`src/rtl/mem_wb_pipe.sv`:
```
// MEM->WB elastic pipeline register: 2-entry skid buffer, flush,
// WB result select and retired-instruction counter.
module mem_wb_pipe #(
  parameter int DATA_WIDTH = 32,
  parameter int REG_WIDTH  = 5,
  parameter int CNT_WIDTH  = 32
) (
  input  logic                  clk,
  input  logic                  rst_n,
  input  logic                  i_valid_M,
  output logic                  o_ready_M,
  input  logic                  i_flush,
  input  logic [DATA_WIDTH-1:0] i_alu_result_M,
  input  logic [DATA_WIDTH-1:0] i_read_data_M,
  input  logic [DATA_WIDTH-1:0] i_pc_target_M,
  input  logic [DATA_WIDTH-1:0] i_pc_plus4_M,
  input  logic [REG_WIDTH-1:0]  i_rd_M,
  input  logic                  i_reg_write_M,
  input  logic [1:0]            i_result_src_M,
  output logic                  o_valid_WB,
  input  logic                  i_ready_WB,
  output logic [DATA_WIDTH-1:0] o_alu_result_WB,
  output logic [DATA_WIDTH-1:0] o_read_data_WB,
  output logic [DATA_WIDTH-1:0] o_pc_target_WB,
  output logic [DATA_WIDTH-1:0] o_pc_plus4_WB,
  output logic [REG_WIDTH-1:0]  o_rd_WB,
  output logic                  o_reg_write_WB,
  output logic [1:0]            o_result_src_WB,
  output logic [DATA_WIDTH-1:0] o_result_WB,
  output logic [CNT_WIDTH-1:0]  o_retire_cnt
);

  typedef struct packed {
    logic [DATA_WIDTH-1:0] alu;
    logic [DATA_WIDTH-1:0] rdd;
    logic [DATA_WIDTH-1:0] tgt;
    logic [DATA_WIDTH-1:0] pc4;
    logic [REG_WIDTH-1:0]  rd;
    logic                  rw;
    logic [1:0]            src;
  } slot_t;

  // Encoding is {main_valid, skid_valid}
  typedef enum logic [1:0] {
    S_EMPTY = 2'b00,
    S_ONE   = 2'b10,
    S_FULL  = 2'b11
  } state_t;

  state_t r_state;
  state_t w_state_nxt;
  slot_t  r_main;
  slot_t  r_skid;
  slot_t  w_in;
  logic   [CNT_WIDTH-1:0] r_cnt;
  logic   w_ready;
  logic   w_accept;
  logic   w_drain;
  logic   w_ld_main_in;
  logic   w_ld_main_skid;
  logic   w_ld_skid;

  assign w_in = '{
    alu: i_alu_result_M,
    rdd: i_read_data_M,
    tgt: i_pc_target_M,
    pc4: i_pc_plus4_M,
    rd:  i_rd_M,
    rw:  i_reg_write_M,
    src: i_result_src_M
  };

  assign w_ready  = ~r_state[0];
  assign w_accept = i_valid_M & w_ready;
  assign w_drain  = r_state[1] & i_ready_WB;

  always_comb begin
    w_state_nxt    = r_state;
    w_ld_main_in   = 1'b0;
    w_ld_main_skid = 1'b0;
    w_ld_skid      = 1'b0;
    unique case (r_state)
      S_EMPTY: begin
        if (w_accept) begin
          w_state_nxt  = S_ONE;
          w_ld_main_in = 1'b1;
        end
      end
      S_ONE: begin
        if (w_accept && w_drain) begin
          w_ld_main_in = 1'b1;
        end else if (w_accept) begin
          w_state_nxt = S_FULL;
          w_ld_skid   = 1'b1;
        end else if (w_drain) begin
          w_state_nxt = S_EMPTY;
        end
      end
      S_FULL: begin
        if (w_drain) begin
          w_state_nxt    = S_ONE;
          w_ld_main_skid = 1'b1;
        end
      end
      default: w_state_nxt = S_EMPTY;
    endcase
    // Flush wins; a same-cycle accept is simply dropped
    if (i_flush) begin
      w_state_nxt    = S_EMPTY;
      w_ld_main_in   = 1'b0;
      w_ld_main_skid = 1'b0;
      w_ld_skid      = 1'b0;
    end
  end

  always_ff @(posedge clk or negedge rst_n) begin
    if (!rst_n) begin
      r_state <= S_EMPTY;
    end else begin
      r_state <= w_state_nxt;
    end
  end

  always_ff @(posedge clk or negedge rst_n) begin
    if (!rst_n) begin
      r_main <= '0;
      r_skid <= '0;
    end else begin
      if (w_ld_main_in) begin
        r_main <= w_in;
      end else if (w_ld_main_skid) begin
        r_main <= r_skid;
      end
      if (w_ld_skid) begin
        r_skid <= w_in;
      end
    end
  end

  always_ff @(posedge clk or negedge rst_n) begin
    if (!rst_n) begin
      r_cnt <= '0;
    end else if (w_drain) begin
      r_cnt <= r_cnt + CNT_WIDTH'(1);
    end
  end

  always_comb begin
    o_result_WB = '0;
    unique case (r_main.src)
      2'b00: o_result_WB = r_main.alu;
      2'b01: o_result_WB = r_main.rdd;
      2'b10: o_result_WB = r_main.pc4;
      2'b11: o_result_WB = r_main.tgt;
      default: o_result_WB = '0;
    endcase
  end

  assign o_ready_M       = w_ready;
  assign o_valid_WB      = r_state[1];
  assign o_alu_result_WB = r_main.alu;
  assign o_read_data_WB  = r_main.rdd;
  assign o_pc_target_WB  = r_main.tgt;
  assign o_pc_plus4_WB   = r_main.pc4;
  assign o_rd_WB         = r_main.rd;
  assign o_reg_write_WB  = r_main.rw & r_state[1];
  assign o_result_src_WB = r_main.src;
  assign o_retire_cnt    = r_cnt;

endmodule
```
`config.mk`:
```
export PLATFORM = sky130hd
export DESIGN_NAME = mem_wb_pipe
export DESIGN_NICKNAME = d
export VERILOG_FILES = /design/src/rtl/mem_wb_pipe.sv
export SDC_FILE = /design/constraint.sdc
export NUM_CORES = 1
export LEC_CHECK = 0
export BUFFER_PORTS_ARGS = -buffer_cell sky130_fd_sc_hd__buf_2
export CORE_AREA = 3 3 152 227
export DETAILED_ROUTE_END_ITERATION = 8
export DIE_AREA = 0 0 155 230
export MAX_ROUTING_LAYER = met4
export PLACE_DENSITY = 0.78
export SYNTH_ARGS = -nofsm -noshare
export SYNTH_HDL_FRONTEND = slang
export SYNTH_SLANG_ARGS = --single-unit
```
`constraint.sdc`:
```
create_clock -name clk -period 3.8 [get_ports clk]
set_clock_uncertainty 0.05 [all_clocks]
set_input_delay 0.76 -clock clk [delete_from_list [all_inputs] [get_ports clk]]
set_output_delay 0.76 -clock clk [all_outputs]
set_load 0.01 [all_outputs]
```
==> results of run 1 <==
synthesized netlist by cell type, drive strengths merged, types with 3 or more instances:
master,n
nand2,18
xnor2,24
and3,4
dfrtp,306
mux2i,137
buf,179
xor2,8
nand3,11
clkbuf,27
nor4,3
nand4,5
or3,4
mux4,32
mux2,136
inv,5
a21oi,139
nor3,5
ha,5
nor2,143
worst max-delay path, cell delays in order (launching register included):
cell,delay [ns]
sky130_fd_sc_hd__dfrtp_2,1.07
sky130_fd_sc_hd__mux4_2,0.45
sky130_fd_sc_hd__buf_2,0.16
cells in the final DEF, fill, tap and decap left out, types with 2 or more instances in the layout:
master and n:
sky130_fd_sc_hd__buf_2 341, sky130_fd_sc_hd__dfrtp_1 304, sky130_fd_sc_hd__nor2_1 143, sky130_fd_sc_hd__a21oi_1 139
sky130_fd_sc_hd__mux2i_1 137, sky130_fd_sc_hd__mux2_2 136, sky130_fd_sc_hd__mux4_2 32, sky130_fd_sc_hd__clkbuf_16 29
sky130_fd_sc_hd__xnor2_1 24, sky130_fd_sc_hd__nand2_1 17, sky130_fd_sc_hd__buf_12 11, sky130_fd_sc_hd__diode_2 9
sky130_fd_sc_hd__nand3_1 9, sky130_fd_sc_hd__xor2_1 8, sky130_fd_sc_hd__clkbuf_1 8, sky130_fd_sc_hd__buf_4 8
sky130_fd_sc_hd__clkbuf_8 7, sky130_fd_sc_hd__inv_1 5, sky130_fd_sc_hd__nand4_1 5, sky130_fd_sc_hd__nor3_1 5
sky130_fd_sc_hd__ha_1 5, sky130_fd_sc_hd__or3_1 3, sky130_fd_sc_hd__nor4_4 3, sky130_fd_sc_hd__and2_2 2
sky130_fd_sc_hd__and3_2 2, sky130_fd_sc_hd__and4_1 2, sky130_fd_sc_hd__and3_1 2, sky130_fd_sc_hd__or2_2 2
sky130_fd_sc_hd__clkinv_4 2, sky130_fd_sc_hd__clkinv_2 2, sky130_fd_sc_hd__dfrtp_2 2
area by class of cell:
type | instances | share of cell area [%]
Antenna cell | 9 | 0.134
Clock buffer | 44 | 5.08
Clock inverter | 6 | 0.396
Inverter | 5 | 0.112
Multi-Input combinational cell | 686 | 33.5
Sequential cell | 306 | 45.7
Tap cell | 415 | 3.10
Timing Repair Buffer | 361 | 11.9
routing by layer:
metal  part of all wire [%]  wire length, um  up-vias
met4                    3.9             1390        0
li1                       -                -     4439
met1                     39            13900     4822
met2                     52            18300      313
met5                      0                0        -
met3                    5.2             1840       83
worst max-delay path by stage:
stage / startpoint / slack (ns) / cells after the start / end
after floorplan: o_result_src_WB[0] / 1.51 / 3 / o_result_WB[13]
after global placement: i_ready_WB / 1.23 / 6 / o_pc_target_WB[11]
after detailed placement: i_ready_WB / 1.19 / 6 / o_alu_result_WB[17]
after CTS: o_result_src_WB[1] / 0.69 / 2 / o_result_WB[24]
after global routing: o_result_src_WB[1] / 0.69 / 2 / o_result_WB[24]
final: o_result_src_WB[1] / 0.74 / 2 / o_result_WB[24]
logic make-up after synthesis:
| logic type | after synthesis |
|---|---|
| adder cells (fa/ha/maj) | 5 |
| AO/OA/AOI/OAI | 143 |
| XOR/XNOR | 32 |
| AND/OR/NAND/NOR | 201 |
| flip-flops | 306 |
| multiplexers | 305 |
| buffers and inverters | 211 |
flip-flops by register name (all words and copies together), names as in the netlist:
register	count
o_retire_cnt	32
r_skid	136
r_main	1
o_rd_WB	5
r_state	2
o_result_src_WB	2
o_pc_target_WB	32
o_pc_plus4_WB	32
o_read_data_WB	32
o_alu_result_WB	32
where the power goes:
group	internal [W]	switching (W)	total, W
combinational	0.00254	0.00232	0.00487
clock	0.00161	0.00122	0.00283
sequential	0.00472	0.00117	0.00589
through the flow:
| stage | setup WS (ns) | cell area [um2] | hold slack [ns] | cells | util (%) |
|---|---|---|---|---|---|
| 6_report | 0.745 | 16800 | 0.152 | 1832 | 51.2 |
| 5_1_grt | 0.694 | 16800 | 0.209 | 1832 | 51.2 |
| 4_1_cts | 0.695 | 16700 | 0.175 | 1823 | 51.1 |
| 3_5_place_dp | 1.19 | 15800 | 0.414 | 1773 | 48.3 |
| 3_3_place_gp | 1.23 | 15800 | 0.407 | 1773 | 48.3 |
| 2_1_floorplan | 1.51 | 14600 | 0.414 | 1203 | - |
==> summary.md, run 1 <==
| Metric | Value |
|---|---|
| Run status | `finished, final reports clean` |
| Number of cells on the worst reg-to-reg path | `7` |
| Via count of the first global-routing pass | `9877` |
| Die span in x | `155 um` |
| Number of pins with negative max-slew slack in the final report | `0` |
| Proportion of layout cells with a drive suffix above 1 | `41.8%` |
| Synthesized-area fraction occupied by ao, oa, aoi and oai cells | `4.95%` |
| Minimum period implied by the final worst setup slack | `3.06 ns` |
| Distinct cell type count after synthesis | `34` |
| # port buffers | `342` |
| Path type of the worst setup path | `flip-flop to output pin` |
| Nets | `1535` |
| Storage cell area | `7660 um2` |
| Final period utilization | `80.4%` |
| Buffer count from post-CTS setup fixing | `0` |
| Worst-margin pin slew | `1.07 ns` |
| Layout area overhead | `14.6%` |
| Last weighted congestion value of the routability-driven placer | `0.918` |
| Number of buffers created by CTS | `29` |
| Met2 Usage GRT | `33.5%` |
| Pin count of the biggest net entering global routing | `137` |
| RR Startpoint | `r_state[1]` |
| Clock tree from TritonCTS | `done` |
| Post-cts repair resize count | `0` |
| Wire length per cell after detailed routing | `19.3 um` |
| Area share of the largest cell type after synthesis | `52.4%` |
| Total core area | `32700 um2` |
| Arrival time at the worst endpoint | `2.25 ns` |
| Area contributors post-synth | `sky130_fd_sc_hd__dfrtp_1, sky130_fd_sc_hd__mux2_2, sky130_fd_sc_hd__mux2i_1` |
| Area taken by multi-input logic gates | `5620 um2` |
| Final Hold Violating Endpoints | `0` |
| Pwr per Cell Area | `811 nW/um2` |
| Synth Area in XOR/XNOR | `1.92%` |
| Die extent in y | `230 um` |
| Via count of the routed design | `9657` |
| Total global-route track usage | `19.7%` |
| Effective utilization at floorplan | `44.7%` |
| Worst Hold Class | `input pin to asynchronous set/reset pin` |
| Antenna violations before repair | `10` |
| Simple-gate share of the synthesized area | `6.19%` |
| Crit path capture type | `output pin` |
| Clock root cell | `sky130_fd_sc_hd__clkbuf_16` |
| Flip-flop cell with the highest count after synthesis | `sky130_fd_sc_hd__dfrtp_1` |
| Multiplexer share of the synthesized area | `24.8%` |
| Maximum clock path buffer count | `3` |
| Hold bufs inserted after CTS | `0` |
| Sum Neg Setup Slack | `0 ns` |
| RSZ-0062 raised after global routing | `no` |
| Cell row count | `81` |
| Total power of the final layout | `0.0136 W` |
| Leakage power total | `8.59 nW` |
| Clock Sinks | `306` |
| Layer with the highest usage | `met2` |
| H-tree depth | `1` |
| Global routing usage on met3 | `2.77%` |
| Count of flip-flops with a built-in enable after synthesis | `0` |
| Synthesized flop and latch total | `306` |
| Met1 capacity usage during global routing | `23.6%` |
| Syn. warnings | `0` |
| Number of antenna-violating nets in the routed design | `0` |
| Wire length of the first global-routing pass | `54.7 mm` |
| Netlist area before placement | `14600 um2` |
| Mean post-synth cell area | `12.2 um2` |
| Tightest slew margin relative to the limit | `28.9%` |
| Terminus of the critical flop-to-flop path | `o_alu_result_WB[2]` |
| Grt total ovfl | `0` |
| Post-synthesis net count | `1349` |
| Worst vdd ir | `0.405 mV` |
| Critical path startpoint category | `flip-flop` |
| Share of the yosys chip area belonging to registers | `52.4%` |
| Number of maximum-capacitance constraint violations | `0` |
| Highest Clock Rate | `327 MHz` |
| Vias per cell | `5.27` |
| Slack of the worst reg-to-reg path | `1.35 ns` |
| Clock slew at reported path FFs | `0.06 ns` |
| Iter 0 DRT Violations | `681` |
| Crit path max fanout | `34` |
| Cells after Synth | `1203` |
| Number of detailed-routing iterations run before antenna repair | `4` |
| Adder-cell area share of the yosys netlist | `0.428%` |
| Ports placed on the boundary | `343` |
| Asr flop ratio synth | `100%` |
| Final Routed Wirelength | `35.4 mm` |
| Count of filler cells inserted in the layout | `2816` |
| Dominant combinational cell family by area after synthesis | `multiplexers` |
| Data required time of the critical path | `2.99 ns` |
| Die area | `35700 um2` |
| Top cell type by total area after synthesis | `sky130_fd_sc_hd__dfrtp_1` |
| Latest clock arrival within the worst-skew pair | `0.55 ns` |
| Post-DP HPWL | `24.4 mm` |
| Endpoints failing setup | `0` |
| DRC errors left | `0` |
Note: power is estimated with default switching activity, not from simulation.
==> run 2, diff against run 1 <==
Clock period 3.8 ns to 3 ns, I/O delays scaled along.
==> run 2 against run 1 <==
Net effect:
- total power increased by 30%
- largest power group unchanged
- count of clock-buffer cells in the layout decreased by 2
- critical path depth increased by 1
- flip-flop and latch count unchanged
- largest cell class unchanged
- non-clock buffer count increased by 11
==> summary.md, run 2 (synthesis gave the netlist of run 1 again) <==
| Metric | Value |
|---|---|
| Minimum hold slack | `0.210 ns (was 0.152 ns)` |
| Effective utilization at floorplan | `44.7% (unchanged)` |
| Count of filler cells inserted in the layout | `2769 (was 2816)` |
| Highest Clock Rate | `367 MHz` |
| Clock root cell | `sky130_fd_sc_hd__clkbuf_16 (unchanged)` |
| Wire length of the first global-routing pass | `56.1 mm (was 54.7 mm)` |
| Clock tree from TritonCTS | `done (unchanged)` |
| Iter 0 DRT Violations | `511 (was 681)` |
| Layout area overhead | `16.3% (was 14.6%)` |
| Number of pins with negative max-slew slack in the final report | `0 (unchanged)` |
| # port buffers | `342 (unchanged)` |
| Vias per cell | `5.28 (was 5.27)` |
| Wire length per cell after detailed routing | `19.6 um (was 19.3 um)` |
| Internal power | `0.0116 W (was 0.00887 W)` |
| Run status | `finished, final reports clean (unchanged)` |
| Tightest slew margin relative to the limit | `61.6% (was 28.9%)` |
| Cell count after placement | `1783 (was 1773)` |
| Number of maximum-capacitance constraint violations | `0 (unchanged)` |
| Gate power share | `35.7% (was 35.8%)` |
| Via count of the routed design | `9758 (was 9657)` |
| Number of flip-flops under the largest register name | `136 (unchanged)` |
| Net switching fraction of the power | `34.5% (was 34.7%)` |
| Grt total ovfl | `0 (unchanged)` |
| Clock Sinks | `306 (unchanged)` |
| Commonest non-fill, non-tap cell in the layout | `sky130_fd_sc_hd__buf_2 (unchanged)` |
| H-tree depth | `1 (unchanged)` |
| Maximum clock path buffer count | `3 (unchanged)` |
| RSZ-0062 raised after global routing | `no (unchanged)` |
| Area taken by multi-input logic gates | `5620 um2 (unchanged)` |
| Nets | `1547 (was 1535)` |
| Antenna violations before repair | `8 (was 10)` |
| Sum Neg Setup Slack | `0 ns (unchanged)` |
| Last weighted congestion value of the routability-driven placer | `0.907 (was 0.918)` |
| Pin count of the biggest net entering global routing | `102 (was 137)` |
| Final Routed Wirelength | `36.2 mm (was 35.4 mm)` |
| Worst-margin pin slew | `0.576 ns (was 1.07 ns)` |
| Die area | `35700 um2 (unchanged)` |
| Data required time of the critical path | `2.35 ns (was 2.99 ns)` |
| Number of buffers created by CTS | `30 (was 29)` |
| Buffer count from post-CTS setup fixing | `0 (unchanged)` |
| Cell row count | `81 (unchanged)` |
| Ports placed on the boundary | `343 (unchanged)` |
| Final period utilization | `90.7%` |
| Latest clock arrival within the worst-skew pair | `0.55 ns (about the same)` |
| Arrival time at the worst endpoint | `2.07 ns (was 2.25 ns)` |
| DRC errors left | `0 (unchanged)` |
| Path type of the worst setup path | `flip-flop to output pin (unchanged)` |
| Die extent in y | `230 um (unchanged)` |
| Endpoints failing setup | `0 (unchanged)` |
| Worst min-delay path endpoint | `r_state[1]` |
| Clock slew at reported path FFs | `0.07 ns (was 0.06 ns)` |
| Worst vdd ir | `0.636 mV (was 0.405 mV)` |
| Slack of the worst reg-to-reg path | `0.65 ns (was 1.35 ns)` |
| Crit path max fanout | `19 (was 34)` |
| Net load switching power | `0.00609 W (was 0.00472 W)` |
| Core utilization of the finished layout | `52.0% (was 51.2%)` |
| Final Hold Violating Endpoints | `0 (unchanged)` |
| Minimum period implied by the final worst setup slack | `2.72 ns` |
| Register containing the most flip-flops in the final layout | `r_skid (unchanged)` |
| Commonest non-fill, non-tap cells in the layout | `sky130_fd_sc_hd__buf_2, sky130_fd_sc_hd__dfrtp_1, sky130_fd_sc_hd__nor2_1, sky130_fd_sc_hd__a21oi_1, sky130_fd_sc_hd__mux2i_1 (unchanged)` |
| Critical path startpoint category | `flip-flop (unchanged)` |
| Non-Filler Instances | `1847 (was 1832)` |
| Pwr per Cell Area | `1040 nW/um2 (was 811 nW/um2)` |
| RR Startpoint | `r_state[1] (unchanged)` |
| Crit path capture type | `output pin (unchanged)` |
| Sequential share of power | `42.0% (was 43.4%)` |
| Total core area | `32700 um2 (unchanged)` |
| Via count of the first global-routing pass | `10032 (was 9877)` |
| Post-DP HPWL | `25.8 mm (was 24.4 mm)` |
| Leakage power total | `8.72 nW (was 8.59 nW)` |
| Number of cells on the worst reg-to-reg path | `6 (was 7)` |
| Worst hold path cell count | `2` |
| Terminus of the critical flop-to-flop path | `o_pc_plus4_WB[15] (was o_alu_result_WB[2])` |
| Number of antenna-violating nets in the routed design | `0 (unchanged)` |
| Proportion of power drawn by the clock network | `22.3% (was 20.8%)` |
| Proportion of layout cells with a drive suffix above 1 | `42.7% (was 41.8%)` |
| Storage cell area | `7660 um2 (unchanged)` |
| Die span in x | `155 um (unchanged)` |
| Worst Hold Class | `input pin to flip-flop (was input pin to asynchronous set/reset pin)` |
| Number of detailed-routing iterations run before antenna repair | `5 (was 4)` |
| Min-delay src | `i_flush` |
| Total global-route track usage | `20.1% (was 19.7%)` |
-- run 2: metal layers --
metal / part of all wire, % / track usage, % / vias up
met5: 0 / - / -
met4: 3.8 / 7.82 / 0
met3: 5.4 / 3.39 / 77
met2: 51 / 33.8 / 327
met1: 40 / 24.2 / 4921
li1: - / - / 4433
-- run 2: cell type report --
| cell class | instances | area share (%) |
|---|---|---|
| inverter | 5 | 0.110 |
| multi-input combinational | 686 | 33.0 |
| clock buffer | 42 | 5.27 |
| tap | 415 | 3.05 |
| timing repair buffer | 372 | 12.5 |
| sequential | 306 | 45.0 |
| clock inverter | 12 | 0.890 |
| antenna | 9 | 0.132 |
-- run 2: how the worst max path moves through the flow --
stage	from	end	slack, ns	depth (start not counted)
after floorplan	o_result_src_WB[0]	o_result_WB[13]	0.87	3
after global placement	i_valid_M	r_skid[49]	0.48	6
after detailed placement	i_valid_M	r_skid[80]	0.47	6
after CTS	o_result_src_WB[1]	o_result_WB[10]	0.25	3
after global routing	o_result_src_WB[1]	o_result_WB[10]	0.25	3
final	o_result_src_WB[1]	o_result_WB[10]	0.28	3
-- run 2: worst max-delay path: stages (launching register included) --
cell,delay (ns)
sky130_fd_sc_hd__dfrtp_2,0.72
sky130_fd_sc_hd__buf_12,0.28
sky130_fd_sc_hd__mux4_2,0.34
sky130_fd_sc_hd__buf_2,0.18
-- run 2: stage by stage --
stage / setup slack (ns) / area (um2) / total power [W]
after detailed placement: 0.473 / 15900 / 0.0138
after global routing: 0.252 / 17000 / 0.0187
after CTS: 0.252 / 17000 / 0.0178
after global placement: 0.479 / 15900 / 0.0135
final: 0.278 / 17000 / 0.0177
after floorplan: 0.870 / 14600 / 0.0122
-- run 2: power by group through the flow --
stage                     sequential [W]  clock (W)  combinational, W
after global placement           0.00735          0           0.00612
after detailed placement         0.00747          0           0.00633
after floorplan                  0.00686          0           0.00530
after CTS                        0.00740    0.00405           0.00637
after global routing             0.00764    0.00420           0.00682
final                            0.00742    0.00394           0.00631
-- run 2: timing repair --
action	4_1_cts	5_1_grt
endpoints found under the setup margin	0	0
endpoints found under the hold margin	47	0
hold buffers	1	0
gates resized for setup	0	0
==> run 3, diff against run 2 <==
Settings changed: CAP_MARGIN from default to 20, CORE_AREA 3 3 152 227 to 4 4 153 228, DIE_AREA 0 0 155 230 to 0 0 157 232, MAX_ROUTING_LAYER met4 to default.
==> run 3 against run 2 <==
Net effect:
- critical path depth did not move
- combinational power fell by 1%
- first-iteration DRC count rose by 14%
- fmax fell by 0.37%
- register-to-register slack improved by 0.05 ns
- die area rose by 2.2%
- critical endpoint unchanged
==> summary.md, run 3 (synthesis gave the netlist of run 1 again) <==
| Metric | Value |
|---|---|
| Run status | `finished, final reports clean (unchanged)` |
| Via count of the routed design | `9671 (was 9758)` |
| Grt total ovfl | `0 (unchanged)` |
| Minimum period implied by the final worst setup slack | `2.73 ns (was 2.72 ns)` |
| Latest clock arrival within the worst-skew pair | `0.56 ns (was 0.55 ns)` |
| Iter 0 DRT Violations | `583 (was 511)` |
| Count of filler cells inserted in the layout | `2816 (was 2769)` |
| Die extent in y | `232 um (was 230 um)` |
| Endpoints failing setup | `0 (unchanged)` |
| Final Routed Wirelength | `35.6 mm (was 36.2 mm)` |
| Number of pins with negative max-slew slack in the final report | `0 (unchanged)` |
| Proportion of layout cells with a drive suffix above 1 | `42.3% (was 42.7%)` |
| Clock slew at reported path FFs | `0.06 ns (was 0.07 ns)` |
| Cell Area, Placed | `15800 um2 (was 15900 um2)` |
| Number of buffers created by CTS | `30 (unchanged)` |
| Effective utilization at floorplan | `44.7% (unchanged)` |
| Crit path max fanout | `18 (was 19)` |
| Nets | `1535 (was 1547)` |
| Maximum clock path buffer count | `3 (unchanged)` |
| Sum Neg Setup Slack | `0 ns (unchanged)` |
| Wire length per cell after detailed routing | `19.4 um (was 19.6 um)` |
| Slowest library cell on the worst path | `sky130_fd_sc_hd__dfrtp_2 (unchanged)` |
| Worst-margin pin slew | `0.637 ns (was 0.576 ns)` |
| Critical path buffers and inverters | `2 (unchanged)` |
| Register containing the most flip-flops in the final layout | `r_skid (unchanged)` |
| Data required time of the critical path | `2.35 ns (about the same)` |
| Ports placed on the boundary | `343 (unchanged)` |
| Die area | `36400 um2 (was 35700 um2)` |
| Total core area | `32700 um2 (unchanged)` |
| Die span in x | `157 um (was 155 um)` |
| Clock root cell | `sky130_fd_sc_hd__clkbuf_16 (unchanged)` |
| Wire length of the first global-routing pass | `55.7 mm (was 56.1 mm)` |
| Pwr per Cell Area | `1050 nW/um2 (was 1040 nW/um2)` |
| Delay of the slowest critical-path stage | `0.75 ns (was 0.72 ns)` |
| Number of detailed-routing iterations run before antenna repair | `7 (was 5)` |
| Arrival time at the worst endpoint | `2.08 ns (was 2.07 ns)` |
| DRC errors left | `0 (unchanged)` |
| Critical path startpoint category | `flip-flop (unchanged)` |
| Highest Clock Rate | `366 MHz (was 367 MHz)` |
| Vias per cell | `5.27 (was 5.28)` |
| Buffer count from post-CTS setup fixing | `0 (unchanged)` |
| Total global-route track usage | `19.1% (was 20.1%)` |
| # port buffers | `342 (unchanged)` |
| Clock tree from TritonCTS | `done (unchanged)` |
| Via count of the first global-routing pass | `10127 (was 10032)` |
| Last weighted congestion value of the routability-driven placer | `0.895 (was 0.907)` |
| Final Hold Violating Endpoints | `0 (unchanged)` |
| Worst Hold Class | `input pin to flip-flop (unchanged)` |
| Worst vdd ir | `0.624 mV (was 0.636 mV)` |
| Tightest slew margin relative to the limit | `57.5% (was 61.6%)` |
| Hold bufs inserted after CTS | `1 (unchanged)` |
| RSZ-0062 raised after global routing | `no (unchanged)` |
| Path type of the worst setup path | `flip-flop to output pin (unchanged)` |
| Leakage power total | `8.67 nW (was 8.72 nW)` |
| Pin count of the biggest net entering global routing | `145 (was 102)` |
| Number of flip-flops under the largest register name | `136 (unchanged)` |
| Commonest non-fill, non-tap cell in the layout | `sky130_fd_sc_hd__buf_2 (unchanged)` |
| Layout area overhead | `15.7% (was 16.3%)` |
| Largest delay contributor family on the critical path | `flip-flops (unchanged)` |
| Setup slack at placement | `0.712 ns (was 0.473 ns)` |
| H-tree depth | `1 (unchanged)` |
| Commonest non-fill, non-tap cells in the layout | `sky130_fd_sc_hd__buf_2, sky130_fd_sc_hd__dfrtp_1, sky130_fd_sc_hd__nor2_1, sky130_fd_sc_hd__a21oi_1, sky130_fd_sc_hd__mux2i_1 (unchanged)` |
| Post-DP HPWL | `25.2 mm (was 25.8 mm)` |
| Antenna violations before repair | `9 (was 8)` |
| CP cell instances | `buf_12, mux4_2, buf_2 (unchanged)` |
| Area of all placed cells without fillers | `16900 um2 (was 17000 um2)` |
| Clock Sinks | `306 (unchanged)` |
| Total power of the final layout | `0.0178 W (was 0.0177 W)` |
| Number of maximum-capacitance constraint violations | `0 (unchanged)` |
| Number of antenna-violating nets in the routed design | `0 (unchanged)` |
| Post-cts repair resize count | `0 (unchanged)` |
| Final period utilization | `91.1% (was 90.7%)` |
| Final worst-path setup slack | `0.267 ns (was 0.278 ns)` |
| Crit path capture type | `output pin (unchanged)` |
| Cell row count | `81 (unchanged)` |
[run 3: changes by cell type in the layout (fill, tap and decap cells not counted), sizes merged]
cell / change
buf: -12
bufinv: +3
clkbuf: -3
diode: -3
clkinvlp: +1
inv: +1
[run 3: where the power goes]
group / leakage [nW] / switching, W / internal, W / total [W]
registers: 3.61 / 0.00144 / 0.00598 / 0.00741
logic: 4.52 / 0.00302 / 0.00321 / 0.00623
clock network: 0.545 / 0.00164 / 0.00255 / 0.00419
total: 8.67 / 0.00610 / 0.0117 / 0.0178
[run 3: final timing paths]
path	from	end	slack, ns	cells past startpoint
worst max-delay path	o_result_src_WB[1]	o_result_WB[10]	0.27	3
worst min-delay path	i_flush	r_state[1]	0.20	2
worst max register to register	r_state[1]	o_pc_target_WB[7]	0.70	6
worst min register to register	o_retire_cnt[31]	o_retire_cnt[31]	0.42	1
max in group asynchronous	rst_n	o_alu_result_WB[16]	1.49	3
min in group asynchronous	rst_n	o_alu_result_WB[26]	0.56	2
[run 3: per-layer routing]
metal | wire length, um | global-route usage [%] | vias to the layer above
met1 | 13400 | 23.0 | 4820
li1 | - | - | 4421
met3 | 2370 | 3.90 | 87
met4 | 1470 | 8.17 | 6
met5 | 41 | 0 | -
met2 | 18300 | 33.1 | 337
[run 3: layout make-up]
cell class              instances  area (um2)  area share, %
flip-flops and latches        306        7660           45.3
clock buffers                  39         866           5.12
diodes                          6        15.0         0.0887
repair buffers                360        1970           11.7
inverters                       5        18.8          0.111
clock inverters                17         250           1.48
multi-input cells             686        5620           33.2
well taps                     415         519           3.07
[run 3: stage by stage]
stage               utilization, %  instances  hold slack [ns]
global placement              48.2       1771            0.408
finish                        51.7       1834            0.197
detailed placement            48.2       1771            0.412
CTS                           51.6       1828            0.159
global route                  51.7       1834            0.190
floorplan                        -       1203            0.254
